==> src/rtl/mem_arbiter.sv <==
// mem_arbiter: two-requester arbiter for the CPU's single-port data memory.
// Requester 0 is the CPU memory stage, requester 1 is the debug/dump port.
// One transaction at a time: grant -> ACCESS (1 cycle, mem_en) -> RESP (ack).
// Ports:
//   CLK, rst                       clock, async active-low reset
//   cpu_req/we/addr/wdata          CPU request (level, held until cpu_ack)
//   cpu_rdata, cpu_ack, cpu_stall  CPU response, stall while request pending
//   dbg_req/we/addr/wdata          debug request (level, held until dbg_ack)
//   dbg_rdata, dbg_ack             debug response
//   mem_en/we/addr/wdata           synchronous memory port strobes
//   mem_rdata                      memory read data, valid cycle after mem_en
//   busy                           arbiter not idle
module mem_arbiter #(
    parameter int unsigned ADDR_W = 8,
    parameter int unsigned DATA_W = 16
) (
    input  logic              CLK,
    input  logic              rst,
    input  logic              cpu_req,
    input  logic              cpu_we,
    input  logic [ADDR_W-1:0] cpu_addr,
    input  logic [DATA_W-1:0] cpu_wdata,
    output logic [DATA_W-1:0] cpu_rdata,
    output logic              cpu_ack,
    output logic              cpu_stall,
    input  logic              dbg_req,
    input  logic              dbg_we,
    input  logic [ADDR_W-1:0] dbg_addr,
    input  logic [DATA_W-1:0] dbg_wdata,
    output logic [DATA_W-1:0] dbg_rdata,
    output logic              dbg_ack,
    output logic              mem_en,
    output logic              mem_we,
    output logic [ADDR_W-1:0] mem_addr,
    output logic [DATA_W-1:0] mem_wdata,
    input  logic [DATA_W-1:0] mem_rdata,
    output logic              busy
);

    typedef enum logic [1:0] {
        IDLE   = 2'd0,
        ACCESS = 2'd1,
        RESP   = 2'd2
    } state_t;

    localparam logic SEL_CPU = 1'b0;
    localparam logic SEL_DBG = 1'b1;

    state_t            state_q, state_d;
    logic              last_q, last_d;
    logic              owner_q, owner_d;
    logic              we_q, we_d;
    logic [ADDR_W-1:0] addr_q, addr_d;
    logic [DATA_W-1:0] wdata_q, wdata_d;

    logic              cpu_cand;
    logic              dbg_cand;
    logic              grant;
    logic              pick;

    // State and latched-transaction registers
    always_ff @(posedge CLK or negedge rst) begin
        if (!rst) begin
            state_q <= IDLE;
            last_q  <= SEL_DBG;   // CPU wins the first tie
            owner_q <= SEL_CPU;
            we_q    <= 1'b0;
            addr_q  <= '0;
            wdata_q <= '0;
        end else begin
            state_q <= state_d;
            last_q  <= last_d;
            owner_q <= owner_d;
            we_q    <= we_d;
            addr_q  <= addr_d;
            wdata_q <= wdata_d;
        end
    end

    // Next-state, round-robin arbitration and request latching
    always_comb begin
        state_d  = state_q;
        last_d   = last_q;
        owner_d  = owner_q;
        we_d     = we_q;
        addr_d   = addr_q;
        wdata_d  = wdata_q;
        cpu_cand = 1'b0;
        dbg_cand = 1'b0;
        grant    = 1'b0;
        pick     = SEL_CPU;

        case (state_q)
            IDLE: begin
                cpu_cand = cpu_req;
                dbg_cand = dbg_req;
            end
            ACCESS: begin
                state_d = RESP;
            end
            RESP: begin
                // The requester being acked still holds req this cycle
                cpu_cand = cpu_req & (owner_q != SEL_CPU);
                dbg_cand = dbg_req & (owner_q != SEL_DBG);
                state_d  = IDLE;
            end
            default: begin
                state_d = IDLE;
            end
        endcase

        if (cpu_cand && dbg_cand) begin
            grant = 1'b1;
            pick  = (last_q == SEL_CPU) ? SEL_DBG : SEL_CPU;
        end else if (cpu_cand) begin
            grant = 1'b1;
            pick  = SEL_CPU;
        end else if (dbg_cand) begin
            grant = 1'b1;
            pick  = SEL_DBG;
        end

        if (grant) begin
            state_d = ACCESS;
            last_d  = pick;
            owner_d = pick;
            if (pick == SEL_CPU) begin
                we_d    = cpu_we;
                addr_d  = cpu_addr;
                wdata_d = cpu_wdata;
            end else begin
                we_d    = dbg_we;
                addr_d  = dbg_addr;
                wdata_d = dbg_wdata;
            end
        end
    end

    // Memory port: driven only during ACCESS, from the latch
    assign mem_en    = (state_q == ACCESS);
    assign mem_we    = mem_en & we_q;
    assign mem_addr  = mem_en ? addr_q  : '0;
    assign mem_wdata = mem_en ? wdata_q : '0;

    // Response: mem_rdata arrives in RESP, routed only to the owner on reads
    assign cpu_ack   = (state_q == RESP) && (owner_q == SEL_CPU);
    assign dbg_ack   = (state_q == RESP) && (owner_q == SEL_DBG);
    assign cpu_rdata = (cpu_ack && !we_q) ? mem_rdata : '0;
    assign dbg_rdata = (dbg_ack && !we_q) ? mem_rdata : '0;
    assign cpu_stall = cpu_req & ~cpu_ack;
    assign busy      = (state_q != IDLE);

endmodule

==> config.mk <==
export PLATFORM = sky130hd
export DESIGN_NAME = mem_arbiter
export DESIGN_NICKNAME = d
export VERILOG_FILES = /design/src/rtl/mem_arbiter.sv
export SDC_FILE = /design/constraint.sdc
export NUM_CORES = 1
export LEC_CHECK = 0
export ABC_AREA = 1
export BUFFER_PORTS_ARGS = -buffer_cell sky130_fd_sc_hd__buf_2
export CAP_MARGIN = 40
export CORE_MARGIN = 2
export CORE_UTILIZATION = 30
export DETAILED_ROUTE_END_ITERATION = 7
export PLACE_DENSITY = 0.72
export SLEW_MARGIN = 10
export SYNTH_ARGS = -nofsm -noshare
export SYNTH_HDL_FRONTEND = slang
export SYNTH_SLANG_ARGS = --single-unit
==> constraint.sdc <==
create_clock -name CLK -period 1.3 [get_ports CLK]
set_clock_uncertainty 0.05 [all_clocks]
set_input_delay 0.39 -clock CLK [delete_from_list [all_inputs] [get_ports CLK]]
set_output_delay 0.39 -clock CLK [all_outputs]
set_load 0.05 [all_outputs]
==> results.ini, run 1 <==
[run_status]
status=finished with violations
violations=negative setup slack

[global_route]
grt_pass1_vias=2585
gr-usage-all-layers_pct=21.9
grt_use_met1_pct=26.2
antenna_found_initial=0
busiest_layer=met2
grt_max_degree=30
grtUsageMet3_pct=3.99
grt_pass1_wl_um=12700
grt.met2_usage_pct=41.1
grt-ovfl-total=0

[sta]
max_freq_ghz=0.512
post-route-period-util_pct=150
hold_violations=0
setup_violations=89
setup_tns_ps=-44390
worst_pin_slew_ps=313
fin_crit_ps=1950
rsz0062_at_grt=true
slew_headroom_pct=79.1
drv_slew=0
setup_slack_ps=-652
whs_ps=302

[route]
drc=0
wirelength_um=9420
vias=2771
drtIter0Drc=90
avgViaCountPerCell=4.84
first_pass_iters=4
ant_nets=0
wire_per_inst_um=16.5

[setup_path]
crit_path_start=state_q[0]
critPathLaunchType=flip-flop
ff2ff_path_depth=10
cp.required_ps=860
r2r-end=wdata_q[4]
worstPathArrival_ps=1510
endpoint_kind=output pin
cp_top_family=buffers and inverters
path_cells=inv_2 > nand2_4 > nor2_4 > nand2_4 > buf_12 > nor2_4 > buf_8
critical_path_buf_inv_count=3
reg2reg_from=state_q[0]
cp_slowest_cell=dfrtp_1
max_stage_delay_ps=390
r2r_slack_ps=-340
crit_type=flip-flop to output pin
critPathMaxFanout=6

[place]
preCtsSetupSlack_ps=-418
gp_congestion=0.713
portBuffers=131
hpwl_um=4850

[layout]
area_growth_pct=144
nFillCells=435
multiInputGateArea_um2=1730
regArea_um2=728
nets=565
drive_gt1_share_pct=66.5
diodes=0

[floorplan]
chipWidth_um=85.0
initial_core_util_pct=31.0
core_um2=6350
pin_count=132
row_count=29
die_h_um=85.0
die_area_um2=7220

[synthesis]
ys_seq_elements=29
ys_seq_area_share_pct=36.9
syn_area_um2=1970
syn_inst=322
syn_area_per_cell_um2=6.11
yosysWarnings=0
synth_nets=392
ys_types=16

[clock_tree]
path_clk_slew_ps=70
h-tree-depth=2
cts_root_buf=clkbuf_8
numCtsBuffers=5
tritoncts=built
clockBufferDepth=2
cts.sinks=29
clock_latency_ps=270

[pwr]
peakVddDrop_mv=1.36
p_leak_nw=2.45
pwr_density_cell_nw_per_um2=2290

[min_path]
min_from=dbg_addr[3]
min_path_cells=3
hold_end=addr_q[3]
hold_class=input pin to flip-flop

[flow_run]
max_cap_violations=0

==> placed cells by master (no fill, tap or decap), drive strengths merged <==
master	count
inv	73
buf	177
nand3	77
dlygate4sd3	1
clkbuf	12
nand2	34
dfstp	1
o21ai	3
dfrtp	28
nor2	88
or2	1
==> metal layers <==
layer	up-vias	wire length [um]
met2	130	5180
met4	0	172
met5	-	0
li1	1314	-
met3	17	594
met1	1310	3480
==> flip-flops by register name (all words and copies together) (netlist names) <==
register,cells
owner_q,1
we_q,1
addr_q,8
wdata_q,16
last_q,1
state_q,2
==> cells in the mapped netlist <==
| cell type | instances | share of area (%) |
|---|---|---|
| nand3_2 | 1 | 0.51 |
| nand2_2 | 1 | 0.32 |
| buf_2 | 13 | 3.3 |
| buf_4 | 2 | 0.76 |
| clkbuf_1 | 2 | 0.38 |
| nand2_1 | 33 | 6.3 |
| dfrtp_1 | 28 | 36 |
| or2_2 | 1 | 0.32 |
| o21ai_0 | 2 | 0.51 |
| inv_2 | 2 | 0.38 |
| nor2_1 | 87 | 17 |
| nor2_4 | 1 | 0.57 |
| dfstp_2 | 1 | 1.3 |
| nand3_1 | 76 | 19 |
| inv_1 | 71 | 14 |
| o21ai_1 | 1 | 0.25 |
==> worst reg2reg max path, cell delays in order, from the launching register on <==
cell and delay, ps:
dfrtp_1 390, inv_2 130, buf_6 110, buf_6 90
nand2_4 50, nor2_4 180, buf_6 170, buf_6 120
buf_16 130, nand3_2 70, nand3_1 80
==> layout make-up <==
cell class                      instances  share of cell area [%]
Inverter                               73                    5.80
Tap cell                               77                    2.00
Clock buffer                            7                    1.79
Multi-Input combinational cell        203                    36.0
Timing Repair Buffer                  183                    39.2
Sequential cell                        29                    15.1
==> power breakdown <==
part	internal (W)	total, W	switching [W]
clock network	0.000420	0.000755	0.000335
logic	0.00366	0.00858	0.00492
registers	0.00136	0.00167	0.000306
total	0.00544	0.0110	0.00557
==> cell families (layout without fill, tap and decap cells) <==
| kind of cell | count (synthesis) | count (layout) | share of synthesized area (%) |
|---|---|---|---|
| DFF | 29 | 29 | 36.9 |
| and+or+nand+nor | 200 | 200 | 43.9 |
| buffers and inverters | 90 | 263 | 18.4 |
| AOI/OAI and AO/OA | 3 | 3 | 0.763 |
==> repair_timing <==
action | CTS | global route
endpoints found under the setup margin | 89 | 90
gates cloned | 7 | 5
setup buffers | 8 | 13
resized for setup | 149 | 108
pin swaps | 7 | 49
hold buffers | 1 | 0
endpoints found under the hold margin | 11 | 0
==> per-stage QoR <==
step | std cells | util, % | power, W | instance area [um2]
4_1_cts | 560 | 66.0 | 0.00967 | 4190
3_3_place_gp | 539 | 52.9 | 0.00721 | 3360
3_5_place_dp | 539 | 52.9 | 0.00731 | 3360
6_report | 572 | 75.8 | 0.0110 | 4810
2_1_floorplan | 322 | - | 0.00595 | 2480
5_1_grt | 572 | 75.8 | 0.0115 | 4810
==> worst max-delay path by stage <==
stage | endpoint | slack (ps) | cells after the start
floorplan | cpu_rdata[10] | -700 | 6
global placement | cpu_rdata[10] | -390 | 7
detailed placement | cpu_rdata[10] | -420 | 7
CTS | cpu_rdata[6] | -600 | 7
global route | dbg_rdata[12] | -720 | 6
finish | cpu_rdata[0] | -650 | 7
(Power assumes the default switching activity.)
==> inputs of run 2 (changes only) <==
Settings changed: CORE_MARGIN 2 to unset.
==> run 2 against run 1 <==
The flow still finishes with violations (negative setup slack). Total power shrank 9.3%. Final area fell by 9.1%. Final cell count is 0.35% lower. Die area is 4.7% lower. Hold slack worse by 8.2 ps. Routed wire length decreased by 8.6%.
==> results.ini, run 2 (same netlist as run 1, synthesis figures left out) <==
[run_status]
status=finished with violations
violations=negative setup slack

[setup_path]
max_stage_delay_ps=460  ; +70 ps
r2r_slack_ps=-460  ; -120 ps
critPathMaxFanout=5  ; -1
worstPathArrival_ps=1520  ; about the same
crit_type=flip-flop to output pin
cp_common_cell=nor2_4
ff2ff_path_depth=11  ; +1
cp.required_ps=860  ; about the same
reg2reg_from=state_q[1]
critPathLaunchType=flip-flop
r2r-end=addr_q[2]
path_cells=nand2_2 > nor2_4 > nand2_4 > clkbuf_16 > nor2_4 > buf_6
endpoint_kind=output pin
cp_slowest_cell=dfrtp_2

[floorplan]
die_area_um2=6890  ; -4.7%
row_count=29  ; unchanged
core_um2=6350  ; unchanged
initial_core_util_pct=31.0  ; unchanged
chipWidth_um=83.0  ; -2.4%
die_h_um=83.0  ; -2.4%
pin_count=132  ; unchanged

[route]
top_layer=met4
wirelength_um=8610  ; -8.6%
wirelength_met1_um=3320  ; -4.4%
first_pass_iters=4  ; unchanged
vias=2725  ; -1.7%
dr_wl_met2_um=4600  ; -11%
ant_nets=0  ; unchanged
wl_met3_um=544  ; -8.4%
avgViaCountPerCell=4.78  ; -1.3%
drtIter0Drc=92  ; +2.2%
drc=0  ; unchanged
wire_per_inst_um=15.1  ; -8.2%

[clock_tree]
path_clk_slew_ps=70  ; about the same
clockBufferDepth=2  ; unchanged
cts_root_buf=clkbuf_8
h-tree-depth=2  ; unchanged
cts.sinks=29  ; unchanged
clock_latency_ps=270  ; about the same
tritoncts=built
numCtsBuffers=5  ; unchanged

[layout]
drive_gt1_share_pct=55.4  ; -11 points
multiInputGateArea_um2=1420  ; -18%
area_growth_pct=122
reg_top3=wdata_q (16), addr_q (8), state_q (2)
diodes=0  ; unchanged
regArea_um2=729  ; +0.17%
final_cell_mix=inv_1 (69), nand3_1 (69), buf_2 (69)
nFillCells=483  ; +11%
top_register=wdata_q
largest_register_ffs=16  ; unchanged
nets=562  ; -0.53%

[min_path]
min_path_cells=3  ; unchanged
hold_end=wdata_q[5]
hold_class=input pin to flip-flop
min_from=dbg_wdata[5]

[sta]
setup_violations=89  ; unchanged
fin_crit_ps=1960  ; +12.4 ps
setup_tns_ps=-47080  ; -2690 ps
setup_slack_ps=-664  ; -12.4 ps
rsz0062_at_grt=true
max_freq_ghz=0.509  ; -0.63%
hold_violations=0  ; unchanged
worst_pin_slew_ps=227  ; -86.6 ps
post-route-period-util_pct=151  ; +0.96 points
drv_slew=0  ; unchanged
slew_headroom_pct=84.9  ; +5.8 points

[global_route]
antenna_found_initial=0  ; unchanged
gr-usage-all-layers_pct=24.2  ; +2.3 points
grt_max_degree=28  ; -6.7%
grt_pass1_wl_um=13400  ; +5.6%
grt-ovfl-total=0  ; unchanged
grt_pass1_vias=2751  ; +6.4%

[pwr]
pwr_density_cell_nw_per_um2=2280  ; -0.23%
p_leak_nw=2.24  ; -8.7%
peakVddDrop_mv=1.35  ; about the same

[place]
hpwl_um=5000  ; +3.0%
portBuffers=131  ; unchanged
gp_congestion=0.751  ; +5.3%
preCtsSetupSlack_ps=-434  ; -16.7 ps

[flow_run]
max_cap_violations=0  ; unchanged

-- run 2: through the flow --
stage / power, W / utilization, % / std cells / area [um2] / hold WS, ps
floorplan: 0.00595 / - / 322 / 2480 / 44.4
global placement: 0.00726 / 53.3 / 540 / 3380 / 214
detailed placement: 0.00735 / 53.3 / 540 / 3380 / 207
CTS: 0.00962 / 66.1 / 564 / 4200 / 293
global route: 0.0105 / 68.9 / 570 / 4380 / 296
finish: 0.00998 / 68.9 / 570 / 4380 / 294
-- run 2: how the worst max path moves through the flow --
stage                     startpoint             to  cells after the start
after global placement    state_q[0]  cpu_rdata[10]                      7
after detailed placement     owner_q  dbg_rdata[10]                      6
after floorplan           state_q[0]  cpu_rdata[10]                      6
after CTS                 state_q[0]  dbg_rdata[10]                      6
after global routing      state_q[1]   dbg_rdata[9]                      6
final                     state_q[1]   dbg_rdata[9]                      6
-- run 2: timing repair --
action / CTS / global route
hold endpoints to repair: 6 / 0
hold buffers: 1 / 0
setup buffers: 10 / 6
setup endpoints to repair: 89 / 90
resized for setup: 159 / 22
cloned: 6 / 2
pin swaps: 27 / 4
-- run 2: power by group --
part / switching [W] / internal [W]
clock network: 0.000345 / 0.000370
registers: 0.000281 / 0.00136
logic: 0.00445 / 0.00317
-- run 2: final cells by class --
| class | count | area share, % |
|---|---|---|
| clock inverters | 2 | 0.229 |
| flip-flops and latches | 29 | 16.7 |
| multi-input cells | 203 | 32.5 |
| clock buffers | 6 | 1.66 |
| inverters | 73 | 6.38 |
| well taps | 77 | 2.20 |
| repair buffers | 180 | 40.4 |
-- run 2: routing by layer --
metal  vias to the layer above  GRT usage (%)
li1                       1310              -
met1                      1262           29.0
met2                       141           43.6
met3                        12           4.87
met4                         0           7.05
met5                         -              0
-- run 2: critical path: cells and delay by family (launching register included) --
family	cells	cell delay, ps
flip-flops	1	460
AND/OR/NAND/NOR	4	440
buffers and inverters	2	350
==> inputs of run 3 (changes only) <==
Settings changed: CORE_MARGIN set to 4.
==> run 3 against run 2 <==
The flow still finishes with violations (negative setup slack). Non-clock buffer count did not move. Sequential share of layout area fell by 0.54 points. Final cell count rose by 0.18%. Clock power rose by 1%. Critical endpoint is now dbg_rdata[13]. Largest cell class unchanged.
==> results.ini, run 3 (same netlist as run 1, synthesis figures left out) <==
[run_status]
status=finished with violations
violations=negative setup slack

[sta]
setup_violations=90  ; +1.1%
setup_tns_ps=-50530  ; -3450 ps
hold_violations=0  ; unchanged
fin_crit_ps=2030  ; +61.9 ps
max_freq_ghz=0.494  ; -3.1%
setup_slack_ps=-726  ; -61.9 ps
slew_headroom_pct=76.7  ; -8.2 points
worst_pin_slew_ps=349  ; +123 ps
whs_ps=301  ; +7.27 ps
rsz0062_at_grt=true
post-route-period-util_pct=156  ; +4.8 points
drv_slew=0  ; unchanged

[route]
wirelength_um=9190  ; +6.8%
avgViaCountPerCell=4.81  ; +0.70%
vias=2749  ; +0.88%
ant_nets=0  ; unchanged
wire_per_inst_um=16.1  ; +6.6%
drc=0  ; unchanged
first_pass_iters=4  ; unchanged
drtIter0Drc=111  ; +21%

[place]
gp_congestion=0.760  ; +1.2%
dp.cells=540  ; unchanged
hpwl_um=5290  ; +6.0%
portBuffers=131  ; unchanged

[global_route]
grt_pass1_wl_um=12300  ; -8.4%
grt_pass1_vias=2622  ; -4.7%
grt-ovfl-total=0  ; unchanged
gr-usage-all-layers_pct=20.0  ; -4.2 points
grt_max_degree=30  ; +7.1%
antenna_found_initial=0  ; unchanged

[layout]
finalNonFillerCells=571  ; +0.18%
nFillCells=450  ; -6.8%
largest_register_ffs=16  ; unchanged
diodes=0  ; unchanged
final_util_pct=71.1  ; +2.2 points
final_cell_mix=nand3_1 (72), inv_1 (69), buf_2 (69)
area_growth_pct=129
reg_top3=wdata_q (16), addr_q (8), state_q (2)
drive_gt1_share_pct=55.5  ; +0.090 points
nets=563  ; +0.18%
top_register=wdata_q
final_common_cell=nand3_1

[floorplan]
initial_core_util_pct=31.0  ; unchanged
die_h_um=89.0  ; +7.2%
row_count=29  ; unchanged
core_um2=6350  ; unchanged
chipWidth_um=89.0  ; +7.2%
pin_count=132  ; unchanged
die_area_um2=7920  ; +15%

[clock_tree]
clock_latency_ps=270  ; about the same
numCtsBuffers=5  ; unchanged
cts.sinks=29  ; unchanged
h-tree-depth=2  ; unchanged
cts_root_buf=clkbuf_8
tritoncts=built
path_clk_slew_ps=70  ; about the same
clockBufferDepth=2  ; unchanged

[setup_path]
critPathLaunchType=flip-flop
cp.required_ps=860  ; about the same
r2r_slack_ps=-400  ; +60 ps
worstPathArrival_ps=1590  ; +70 ps
endpoint_kind=output pin
crit_type=flip-flop to output pin
critPathMaxFanout=5  ; unchanged

[flow_run]
max_cap_violations=0  ; unchanged

[pwr]
p_leak_nw=2.28  ; +1.8%
pwr_density_cell_nw_per_um2=2330  ; +2.1%
peakVddDrop_mv=1.56  ; +16%
power_w=0.0105  ; +5.3%

[min_path]
hold_class=input pin to flip-flop

[run 3: cell types whose count changed in the layout (fill, tap and decap cells not counted), moves of 3 or more]
cell	change
buf_6	-15
nand3_1	+3
buf_8	+18
buf_4	-5
nor2_2	+6
nor2_4	-6
nand3_2	-3
nand2_8	+5
[run 3: layout make-up]
| type | count | area, um2 | share of cell area (%) |
|---|---|---|---|
| repair buffers | 180 | 1870 | 41.4 |
| multi-input cells | 204 | 1450 | 32.2 |
| flip-flops and latches | 29 | 728 | 16.1 |
| inverters | 73 | 283 | 6.27 |
| well taps | 77 | 96.3 | 2.13 |
| clock buffers | 5 | 68.8 | 1.52 |
| clock inverters | 3 | 17.5 | 0.388 |
[run 3: worst paths after layout]
kind	cells past startpoint	from	end
worst max-delay path	7	state_q[0]	dbg_rdata[13]
worst min-delay path	3	dbg_wdata[4]	wdata_q[4]
worst max register to register	9	state_q[1]	we_q
worst min register to register	2	wdata_q[9]	wdata_q[9]
max in group asynchronous	3	rst	addr_q[7]
min in group asynchronous	2	rst	wdata_q[10]
[run 3: repair_timing]
| item | 4_1_cts | 5_1_grt |
|---|---|---|
| endpoints found under the hold margin | 9 | 0 |
| pin swaps | 10 | 8 |
| hold buffers | 1 | 0 |
| gates cloned | 4 | 5 |
| endpoints found under the setup margin | 89 | 90 |
| gates resized for setup | 153 | 49 |
| setup buffers | 10 | 5 |
[run 3: worst max-delay path, stage by stage, from the launching register on]
cell       delay, ps
dfrtp_1          380
buf_4            140
buf_6            120
nor2_4           130
nand2_4          100
clkbuf_16        180
nor2_4            90
buf_6            160
[run 3: where the power goes]
part	internal (W)	total, W	switching, W
Sequential	0.00136	0.00166	0.000300
Combinational	0.00346	0.00813	0.00467
Clock	0.000369	0.000724	0.000355
[run 3: metrics by stage]
step / cell area, um2 / worst slack [ps]
floorplan: 2480 / -697
global placement: 3390 / -513
detailed placement: 3390 / -543
CTS: 4190 / -657
global route: 4510 / -807
finish: 4510 / -726
[run 3: routing by layer]
| metal | share of wire, % | up-vias | wire, um | track usage, % |
|---|---|---|---|---|
| li1 | - | 1309 | - | - |
| met1 | 34 | 1271 | 3120 | 22.0 |
| met2 | 55 | 144 | 5020 | 39.2 |
| met3 | 8.6 | 25 | 792 | 4.42 |
| met4 | 2.8 | 0 | 255 | 3.65 |
| met5 | 0 | - | 0 | 0 |
